<file path="config.mk">
export PLATFORM = sky130hd
export DESIGN_NAME = enc_secded_tx_flat
export DESIGN_NICKNAME = d
export VERILOG_FILES = /design/src/rtl/enc_secded_tx_if.sv /design/src/rtl/enc_secded_tx.sv /design/src/flat_wrapper.sv
export SDC_FILE = /design/constraint.sdc
export NUM_CORES = 1
export LEC_CHECK = 0
export ABC_AREA = 1
export ABC_CLOCK_PERIOD_IN_PS = 2400
export BUFFER_PORTS_ARGS = -buffer_cell sky130_fd_sc_hd__buf_2
export CELL_PAD_IN_SITES_DETAIL_PLACEMENT = 0
export CELL_PAD_IN_SITES_GLOBAL_PLACEMENT = 1
export CORE_UTILIZATION = 38
export DETAILED_ROUTE_END_ITERATION = 12
export PLACE_DENSITY_LB_ADDON = 0.1
export SYNTH_ARGS = -nofsm -noshare
export SYNTH_HDL_FRONTEND = slang
export SYNTH_SLANG_ARGS = --single-unit
</file>
<file path="constraint.sdc">
create_clock -name clk -period 2.4 [get_ports clk]
set_input_delay 0.72 -clock clk [delete_from_list [all_inputs] [get_ports clk]]
set_output_delay 0.72 -clock clk [all_outputs]
set_load 0.1 [all_outputs]
</file>
<file path="src/rtl/enc_secded_tx_if.sv">
// Handshake bundle for the SEC-DED transmit encoder: data/injection request
// in, codeword out. The width derivation matches the one inside enc_secded_tx.
interface enc_secded_tx_if #(
  parameter int DATA_DEPTH = 8
);
  function automatic int chk_bits(input int d);
    int r;
    r = 1;
    while ((1 << r) < d + r + 1) r++;
    return r;
  endfunction

  localparam int CHK      = chk_bits(DATA_DEPTH);
  localparam int CW_WIDTH = DATA_DEPTH + CHK + 1;
  localparam int PW       = $clog2(CW_WIDTH);

  logic [DATA_DEPTH-1:0] in_data;
  logic                  in_valid;
  logic                  in_ready;
  logic                  inj_en;
  logic [PW-1:0]         inj_pos;
  logic [CW_WIDTH-1:0]   out_code;
  logic                  out_valid;
  logic                  out_ready;

  modport slave (
    input  in_data, in_valid, inj_en, inj_pos, out_ready,
    output in_ready, out_code, out_valid
  );

  modport master (
    output in_data, in_valid, inj_en, inj_pos, out_ready,
    input  in_ready, out_code, out_valid
  );
endinterface

</file>
<file path="src/rtl/enc_secded_tx.sv">
// SEC-DED Hamming encoder, 2-stage valid/ready pipeline with full backpressure,
// optional single-bit error injection and a wrapping delivered-word counter.
module enc_secded_tx #(
  parameter int DATA_DEPTH = 8,
  parameter int CNT_WIDTH  = 16
) (
  input  logic                 clk,
  input  logic                 rst,
  enc_secded_tx_if.slave       bus,
  output logic [CNT_WIDTH-1:0] enc_count
);
  function automatic int chk_bits(input int d);
    int r;
    r = 1;
    while ((1 << r) < d + r + 1) r++;
    return r;
  endfunction

  localparam int CHK      = chk_bits(DATA_DEPTH);
  localparam int CW_WIDTH = DATA_DEPTH + CHK + 1;
  localparam int PW       = $clog2(CW_WIDTH);

  // Data fills the non-power-of-two positions; each check bit then covers the
  // positions whose index has its bit set, and bit 0 makes overall parity even.
  function automatic logic [CW_WIDTH-1:0] encode(input logic [DATA_DEPTH-1:0] d);
    logic [CW_WIDTH-1:0] c;
    logic                p;
    int                  di;
    c  = '0;
    di = 0;
    for (int j = 1; j < CW_WIDTH; j++) begin
      if ((j & (j - 1)) != 0) begin
        c[j] = d[di];
        di++;
      end
    end
    for (int k = 0; k < CHK; k++) begin
      p = 1'b0;
      for (int j = 1; j < CW_WIDTH; j++)
        if (((j >> k) & 1) == 1) p = p ^ c[j];
      c[1 << k] = p;
    end
    c[0] = ^c;
    return c;
  endfunction

  logic [DATA_DEPTH-1:0] s1_data_q, s1_data_d;
  logic                  s1_inj_q, s1_inj_d;
  logic [PW-1:0]         s1_pos_q, s1_pos_d;
  logic                  s1_valid_q, s1_valid_d;
  logic [CW_WIDTH-1:0]   out_code_q, out_code_d;
  logic                  out_valid_q, out_valid_d;
  logic [CNT_WIDTH-1:0]  cnt_q, cnt_d;

  logic                  s2_load, in_ready, in_fire, out_fire, flip;
  logic [CW_WIDTH-1:0]   cw_clean, inj_mask;

  always_comb begin
    s2_load  = ~out_valid_q | bus.out_ready;
    in_ready = ~s1_valid_q | s2_load;
    in_fire  = bus.in_valid & in_ready;
    out_fire = out_valid_q & bus.out_ready;

    cw_clean = encode(s1_data_q);
    flip     = s1_inj_q && (int'(s1_pos_q) < CW_WIDTH);
    inj_mask = flip ? (CW_WIDTH'(1) << s1_pos_q) : '0;

    s1_data_d  = in_fire ? bus.in_data : s1_data_q;
    s1_inj_d   = in_fire ? bus.inj_en  : s1_inj_q;
    s1_pos_d   = in_fire ? bus.inj_pos : s1_pos_q;
    // Stage 1 drains into stage 2 and refills in the same cycle without a bubble.
    s1_valid_d = in_fire | (s1_valid_q & ~s2_load);

    out_valid_d = s2_load ? s1_valid_q : out_valid_q;
    out_code_d  = (s2_load & s1_valid_q) ? (cw_clean ^ inj_mask) : out_code_q;
    cnt_d       = cnt_q + CNT_WIDTH'(out_fire);
  end

  always_ff @(posedge clk) begin
    if (rst) begin
      s1_data_q   <= '0;
      s1_inj_q    <= 1'b0;
      s1_pos_q    <= '0;
      s1_valid_q  <= 1'b0;
      out_code_q  <= '0;
      out_valid_q <= 1'b0;
      cnt_q       <= '0;
    end else begin
      s1_data_q   <= s1_data_d;
      s1_inj_q    <= s1_inj_d;
      s1_pos_q    <= s1_pos_d;
      s1_valid_q  <= s1_valid_d;
      out_code_q  <= out_code_d;
      out_valid_q <= out_valid_d;
      cnt_q       <= cnt_d;
    end
  end

  assign bus.in_ready  = in_ready;
  assign bus.out_code  = out_code_q;
  assign bus.out_valid = out_valid_q;
  assign enc_count     = cnt_q;
endmodule

</file>
<file path="src/flat_wrapper.sv">
// flat-port wrapper written by rule: the top's interface ports become plain ports
module enc_secded_tx_flat 
#(
  parameter int DATA_DEPTH = 8,
  parameter int CNT_WIDTH  = 16
)
  (clk, rst, enc_count, bus_in_data, bus_in_valid, bus_inj_en, bus_inj_pos, bus_out_ready, bus_in_ready, bus_out_code, bus_out_valid);
  enc_secded_tx_if #(.DATA_DEPTH(DATA_DEPTH)) bus_i ();
  input  logic clk;
  input  logic rst;
  output logic [CNT_WIDTH-1:0] enc_count;
  input wire logic [$bits(bus_i.in_data)-1:0] bus_in_data;
  input wire logic [$bits(bus_i.in_valid)-1:0] bus_in_valid;
  input wire logic [$bits(bus_i.inj_en)-1:0] bus_inj_en;
  input wire logic [$bits(bus_i.inj_pos)-1:0] bus_inj_pos;
  input wire logic [$bits(bus_i.out_ready)-1:0] bus_out_ready;
  output wire logic [$bits(bus_i.in_ready)-1:0] bus_in_ready;
  output wire logic [$bits(bus_i.out_code)-1:0] bus_out_code;
  output wire logic [$bits(bus_i.out_valid)-1:0] bus_out_valid;
  assign bus_i.in_data = bus_in_data;
  assign bus_i.in_valid = bus_in_valid;
  assign bus_i.inj_en = bus_inj_en;
  assign bus_i.inj_pos = bus_inj_pos;
  assign bus_i.out_ready = bus_out_ready;
  assign bus_in_ready = bus_i.in_ready;
  assign bus_out_code = bus_i.out_code;
  assign bus_out_valid = bus_i.out_valid;
  enc_secded_tx #(.DATA_DEPTH(DATA_DEPTH), .CNT_WIDTH(CNT_WIDTH)) u_core (.clk(clk), .rst(rst), .bus(bus_i), .enc_count(enc_count));
endmodule
</file>
==> results of run 1 <==
## power by group
| part | leakage [nW] | switching [mW] | internal [mW] |
|---|---|---|---|
| combinational | 0.845 | 0.272 | 0.104 |
| clock | 0.0645 | 0.257 | 0.368 |
| sequential | 0.361 | 0.0359 | 0.765 |
## flip-flops by register name (all words and copies together) (netlist names)
register,flops
u_core.enc_count,16
u_core.bus.out_code,13
u_core.s1_inj_q,1
u_core.bus.out_valid,1
u_core.s1_pos_q,4
u_core.s1_data_q,8
u_core.s1_valid_q,1
## worst reg2reg max path, delay by kind of cell, from the launching register on
family | cells | cell delay, ps
fa+ha+maj | 2 | 320
simple gates | 6 | 780
flops | 1 | 410
compound gates | 2 | 190
buf+inv | 1 | 50
## per-stage QoR
| step | std cells | TNS, ps | utilization, % | total power [mW] |
|---|---|---|---|---|
| after floorplan | 303 | -40.4 | - | 1.12 |
| after global placement | 418 | 0 | 45.7 | 1.19 |
| after detailed placement | 418 | 0 | 45.7 | 1.20 |
| after CTS | 426 | 0 | 48.0 | 1.82 |
| after global routing | 426 | 0 | 48.0 | 1.89 |
| final | 426 | 0 | 48.0 | 1.80 |
## synthesized netlist by cell type (2+ instances only)
| library cell | instances | area (um^2) |
|---|---|---|
| nor3_2 | 2 | 20.0 |
| ha_1 | 2 | 25.0 |
| o21a_1 | 2 | 15.0 |
| a31oi_1 | 3 | 18.8 |
| o21ai_1 | 11 | 55.1 |
| nand2_1 | 45 | 169 |
| xor2_1 | 12 | 105 |
| buf_2 | 6 | 30.0 |
| a21oi_1 | 22 | 110 |
| xnor2_1 | 6 | 52.6 |
| nor2_1 | 35 | 131 |
| or2_1 | 3 | 18.8 |
| o21ai_0 | 21 | 105 |
| clkbuf_1 | 4 | 15.0 |
| o211ai_1 | 2 | 15.0 |
| inv_2 | 7 | 26.3 |
| nand3_1 | 17 | 85.1 |
| inv_1 | 34 | 128 |
| nand2_2 | 3 | 18.8 |
| nand4_1 | 6 | 37.5 |
| nor3_1 | 9 | 45.0 |
| dfxtp_1 | 44 | 881 |
## final cells by class
type                            instances  area, um^2  area share, %
Clock inverter                          1        30.0           1.14
Inverter                               42         158           5.96
Multi-Input combinational cell        206        1090           41.1
Tap cell                               72        90.1           3.41
Sequential cell                        44         881           33.3
Timing Repair Buffer                   54         303           11.5
Clock buffer                            7        96.3           3.64
## cells in the final DEF (no fill, tap or decap)
master,Yosys,layout
o211ai_1,2,2
bufinv_16,0,1
o21ai_1,11,11
a21oi_1,22,22
nand2_1,45,45
nor3b_2,1,1
or2_1,3,3
nor3_2,2,2
a21oi_2,1,1
nor2_1,35,35
dfxtp_1,44,44
buf_4,1,7
nor2_4,1,1
ha_1,2,2
nand2_2,3,3
inv_2,7,7
nand3b_1,1,1
xnor2_1,6,6
clkinv_1,1,1
clkbuf_8,0,7
nand3_1,17,16
xor2_1,12,12
o21a_1,2,2
o21ai_0,21,21
a31oi_1,3,3
inv_1,34,34
buf_2,6,46
buf_12,0,1
nor2_2,1,1
nor3_1,9,9
nand4_1,6,6
nand3_4,0,1
## kinds of logic (layout without fill, tap and decap cells)
logic type	Yosys count	in the layout	share of synthesized area (%)
buffers and inverters	53	104	9.71
xor gates and xnor gates	18	18	7.28
DFF	44	44	40.7
adders and majority gates	2	2	1.16
AOI/OAI and AO/OA	62	62	15.1
and+or+nand+nor	124	124	26.0
## final timing paths
kind | to | cells after the start | start
setup / recovery | u_core.enc_count[12] | 12 | bus_out_ready
hold / removal | u_core.enc_count[14] | 2 | u_core.enc_count[14]
setup reg to reg | u_core.enc_count[12] | 11 | u_core.bus.out_valid
hold reg to reg | u_core.enc_count[14] | 2 | u_core.enc_count[14]
## metal layers
| metal | global-route usage [%] | wire, um | up-vias |
|---|---|---|---|
| li1 | - | - | 1081 |
| met1 | 20.8 | 2290 | 875 |
| met2 | 28.1 | 2190 | 42 |
| met3 | 3.88 | 168 | 11 |
| met4 | 8.11 | 126 | 0 |
| met5 | 0 | 0 | - |
==> run_results.csv, run 1 <==
group,metric,value,unit
timing,slew_headroom,67.0,%
timing,drv_slew,0,
layout,area_growth,22.1,%
floorplanning,dieHeight,77.5,um
timing,fin_ws,473,ps
placement,gp_congestion,0.849,
grt,grt_overflow,0,
timing,setup_viol,0,
power,cellLeakagePower,1.27,nW
placement,hpwl,3.68,mm
logic_synthesis,ys.flop_type,"dfxtp_1",
placement,placed_area,0.00252,mm^2
cts,cts_resized,0,
logic_synthesis,yosysUniqueCellTypes,29,
layout,finish.net_count,372,
floorplanning,rows,27,
power,power_density,681,mW/mm^2
floorplanning,die_w,77.5,um
route,drt-total-wl,4.77,mm
setup_path,cp_num_buf_inv,2,
timing,worstMarginPinSlew,499,ps
placement,portBuffers,47,
logic_synthesis,synthArstFlopShare,0,%
cts,clock_sinks,44,
logic_synthesis,syn_inst,303,
logic_synthesis,synth_fp_nets,322,
route,drc,0,
route,drtIter0Drc,98,
cts,cts_tree,"built",
timing,fin_skew,7.24,ps
floorplanning,ios,48,
timing,min_period,1930,ps
placement,dp_slack,141,ps
cts,cts.clk_slew.worst_paths,90,ps
layout,fin_area,0.00264,mm^2
setup_path,worstSetupStartpointType,"input pin",
grt,grt_pass1_vias,1804,
logic_synthesis,syn_avg_cell_area,7.14,um^2
route,num_vias,2009,
cts,clk_latency,300,ps
layout,antenna_cells,0,
logic_synthesis,synth_edf_count,0,
cts,cts_root_buf,"clkbuf_8",
cts,cts_buffers,5,
setup_path,cp_top_family,"simple AND/OR/NAND/NOR gates",
floorplanning,die_area,0.00600,mm^2
cts,post_cts_buffers,0,
setup_path,crit_type,"input pin to flop",
timing,final_hold_viol_count,0,
setup_path,crit_path_top_delay_cell,"nor3_2",
grt,grt_first_pass_wirelength,8.07,mm
setup_path,critPathMostFrequentCell,"nand2_1",
cts,holdBufCountCts,0,
job,drv_cap,0,
timing,fmax,0.519,GHz
route,via_per_inst,4.72,
route,detail-route-antenna-nets,0,
route,routedWlPerCell,11.2,um
cts,clk_path_buf_depth,2,
logic_synthesis,ys_ff_latch,44,
logic_synthesis,yosysSeqAreaShare,40.7,%
grt,antenna_found_initial,0,
setup_path,crit_chain,"buf_2, nand2_1, inv_1, ha_1, ha_1, nand2_1, nor2_2, nand2_1, nor3_2, nand2_1, o21ai_1, a21oi_1",
logic_synthesis,ys_warn_count,0,
route,dr.pass1.iters,4,
power,ir_worst_vdd,0.265,mV
grt,track_usage,17.0,%
layout,fillers,586,
setup_path,end_kind,"flop",
grt,grt_max_degree,22,
setup_path,path_max_fanout,5,
floorplanning,core,0.00551,mm^2
timing,period_share,80.3,%
cts,htreeDepth,2,
setup_path,cp.arrival,2120,ps
timing,rsz0062_at_grt,"false",
floorplanning,initial_core_util,39.3,%
setup_path,reg2reg_setup_slack,560,ps
setup_path,worstPathRequired,2600,ps
setup_path,critPathMaxStageDelay,250,ps
logic_synthesis,synth_area,0.00216,mm^2
timing,hold_ws,482,ps
run_status,status,"finished, final reports clean",
min_path,holdCritPathClass,"flop to flop",
layout,drive_gt1_share,22.3,%
Power figures use the tool's default switching activity.
==> run 2, diff against run 1 <==
ABC_CLOCK_PERIOD_IN_PS = 1900   (was 2400)
clock period = 1.9 ns   (was 2.4 ns; I/O delays follow)
==> run_results.csv, run 2 (synthesis results as in run 1) <==
group,metric,value,unit
run_status,status,"finished, final reports clean",
floorplanning,die_w,77.5,um
floorplanning,initial_core_util,39.3,%
timing,final_hold_viol_count,0,
cts,htreeDepth,2,
timing,period_share,92.0,%
timing,min_period,1750,ps
layout,antenna_cells,0,
setup_path,crit_chain,"buf_2",
floorplanning,rows,27,
power,ir_worst_vdd,0.377,mV
grt,grt_first_pass_wirelength,7.60,mm
route,routedWlPerCell,11.1,um
layout,final_common_cell,"buf_2",
timing,tns,0,ps
floorplanning,core,0.00551,mm^2
placement,portBuffers,47,
timing,slew_headroom,60.7,%
power,cellLeakagePower,1.29,nW
power,power_density,772,mW/mm^2
timing,fmax,0.572,GHz
floorplanning,ios,48,
setup_path,crit_type,"flop to output pin",
setup_path,crit_path_top_delay_cell,"buf_2",
setup_path,cp_num_buf_inv,1,
grt,grt_max_degree,21,
cts,clock_sinks,44,
route,drc,0,
cts,cts_buffers,5,
timing,drv_slew,0,
layout,fillers,569,
grt,grt_pass1_vias,1660,
route,num_vias,2023,
min_path,holdCritPathClass,"flop to flop",
layout,area_growth,22.9,%
setup_path,cp.arrival,1180,ps
setup_path,critPathMaxStageDelay,460,ps
cts,cts.clk_slew.worst_paths,80,ps
timing,setup_viol,0,
route,drt-total-wl,4.74,mm
grt,grt_overflow,0,
setup_path,path_max_fanout,6,
placement,hpwl,3.58,mm
placement,gp_congestion,0.903,
job,drv_cap,0,
layout,final_cell_mix,"46 x buf_2, 43 x nand2_1, 36 x dfxtp_1",
route,via_per_inst,4.72,
route,detail-route-antenna-nets,0,
floorplanning,die_area,0.00600,mm^2
setup_path,worstPathRequired,1330,ps
setup_path,end_kind,"output pin",
route,drtIter0Drc,64,
cts,cts_root_buf,"clkbuf_8",
cts,clk_latency,300,ps
setup_path,cp_top_family,"buffers and inverters",
route,dr.pass1.iters,4,
timing,rsz0062_at_grt,"false",
timing,worstMarginPinSlew,589,ps
grt,antenna_found_initial,0,
cts,cts_tree,"built",
layout,largest_reg_flops,16,
grt,track_usage,16.4,%
floorplanning,dieHeight,77.5,um
layout,finish.net_count,375,
timing,fin_skew,10.9,ps
setup_path,worstSetupStartpointType,"flop",
cts,clk_path_buf_depth,2,
layout,finalCoreUtilization,48.3,%
layout,drive_gt1_share,25.2,%
[run 2: report_power, final]
group	internal (mW)	switching (mW)
Combinational	0.131	0.344
Sequential	0.965	0.0448
Clock	0.258	0.309
[run 2: final cells by class]
class                   instances  area, um^2  share of cell area, %
multi-input cells             206        1100                   41.3
flip-flops and latches         44         896                   33.7
repair buffers                 57         338                   12.7
inverters                      42         158                   5.93
well taps                      72        90.1                   3.39
clock buffers                   7        76.3                   2.87
clock inverters                 1        5.00                  0.188
[run 2: through the flow]
stage,instance area (um^2),worst slack [ps],cells,hold WS [ps],power [mW]
2_1_floorplan,2190,3.89,303,473,1.41
3_3_place_gp,2560,-103,420,470,1.51
3_5_place_dp,2560,-124,420,468,1.51
4_1_cts,2640,145,428,482,2.08
5_1_grt,2660,18.7,429,498,2.17
6_report,2660,153,429,474,2.05
[run 2: path summary, 6_finish.rpt]
path                         from                   end  slack (ps)  cells after the start
min          u_core.enc_count[14]  u_core.enc_count[14]         470                      2
max reg2reg  u_core.bus.out_valid  u_core.enc_count[10]         150                     11
min reg2reg  u_core.enc_count[14]  u_core.enc_count[14]         470                      2
max          u_core.enc_count[10]         enc_count[10]         150                      1
[run 2: routing by layer]
layer	wire length (um)	up-vias	GRT usage, %
met5	0	-	0
met4	110	0	8.68
met3	191	9	4.24
met2	2220	40	26.6
met1	2220	894	19.6
li1	-	1080	-
[run 2: timing repair]
action,in CTS,in global routing
hold endpoints to repair,0,0
endpoints found under the setup margin,0,1
setup buffers,0,1
hold buffers,0,0
resized for setup,0,3
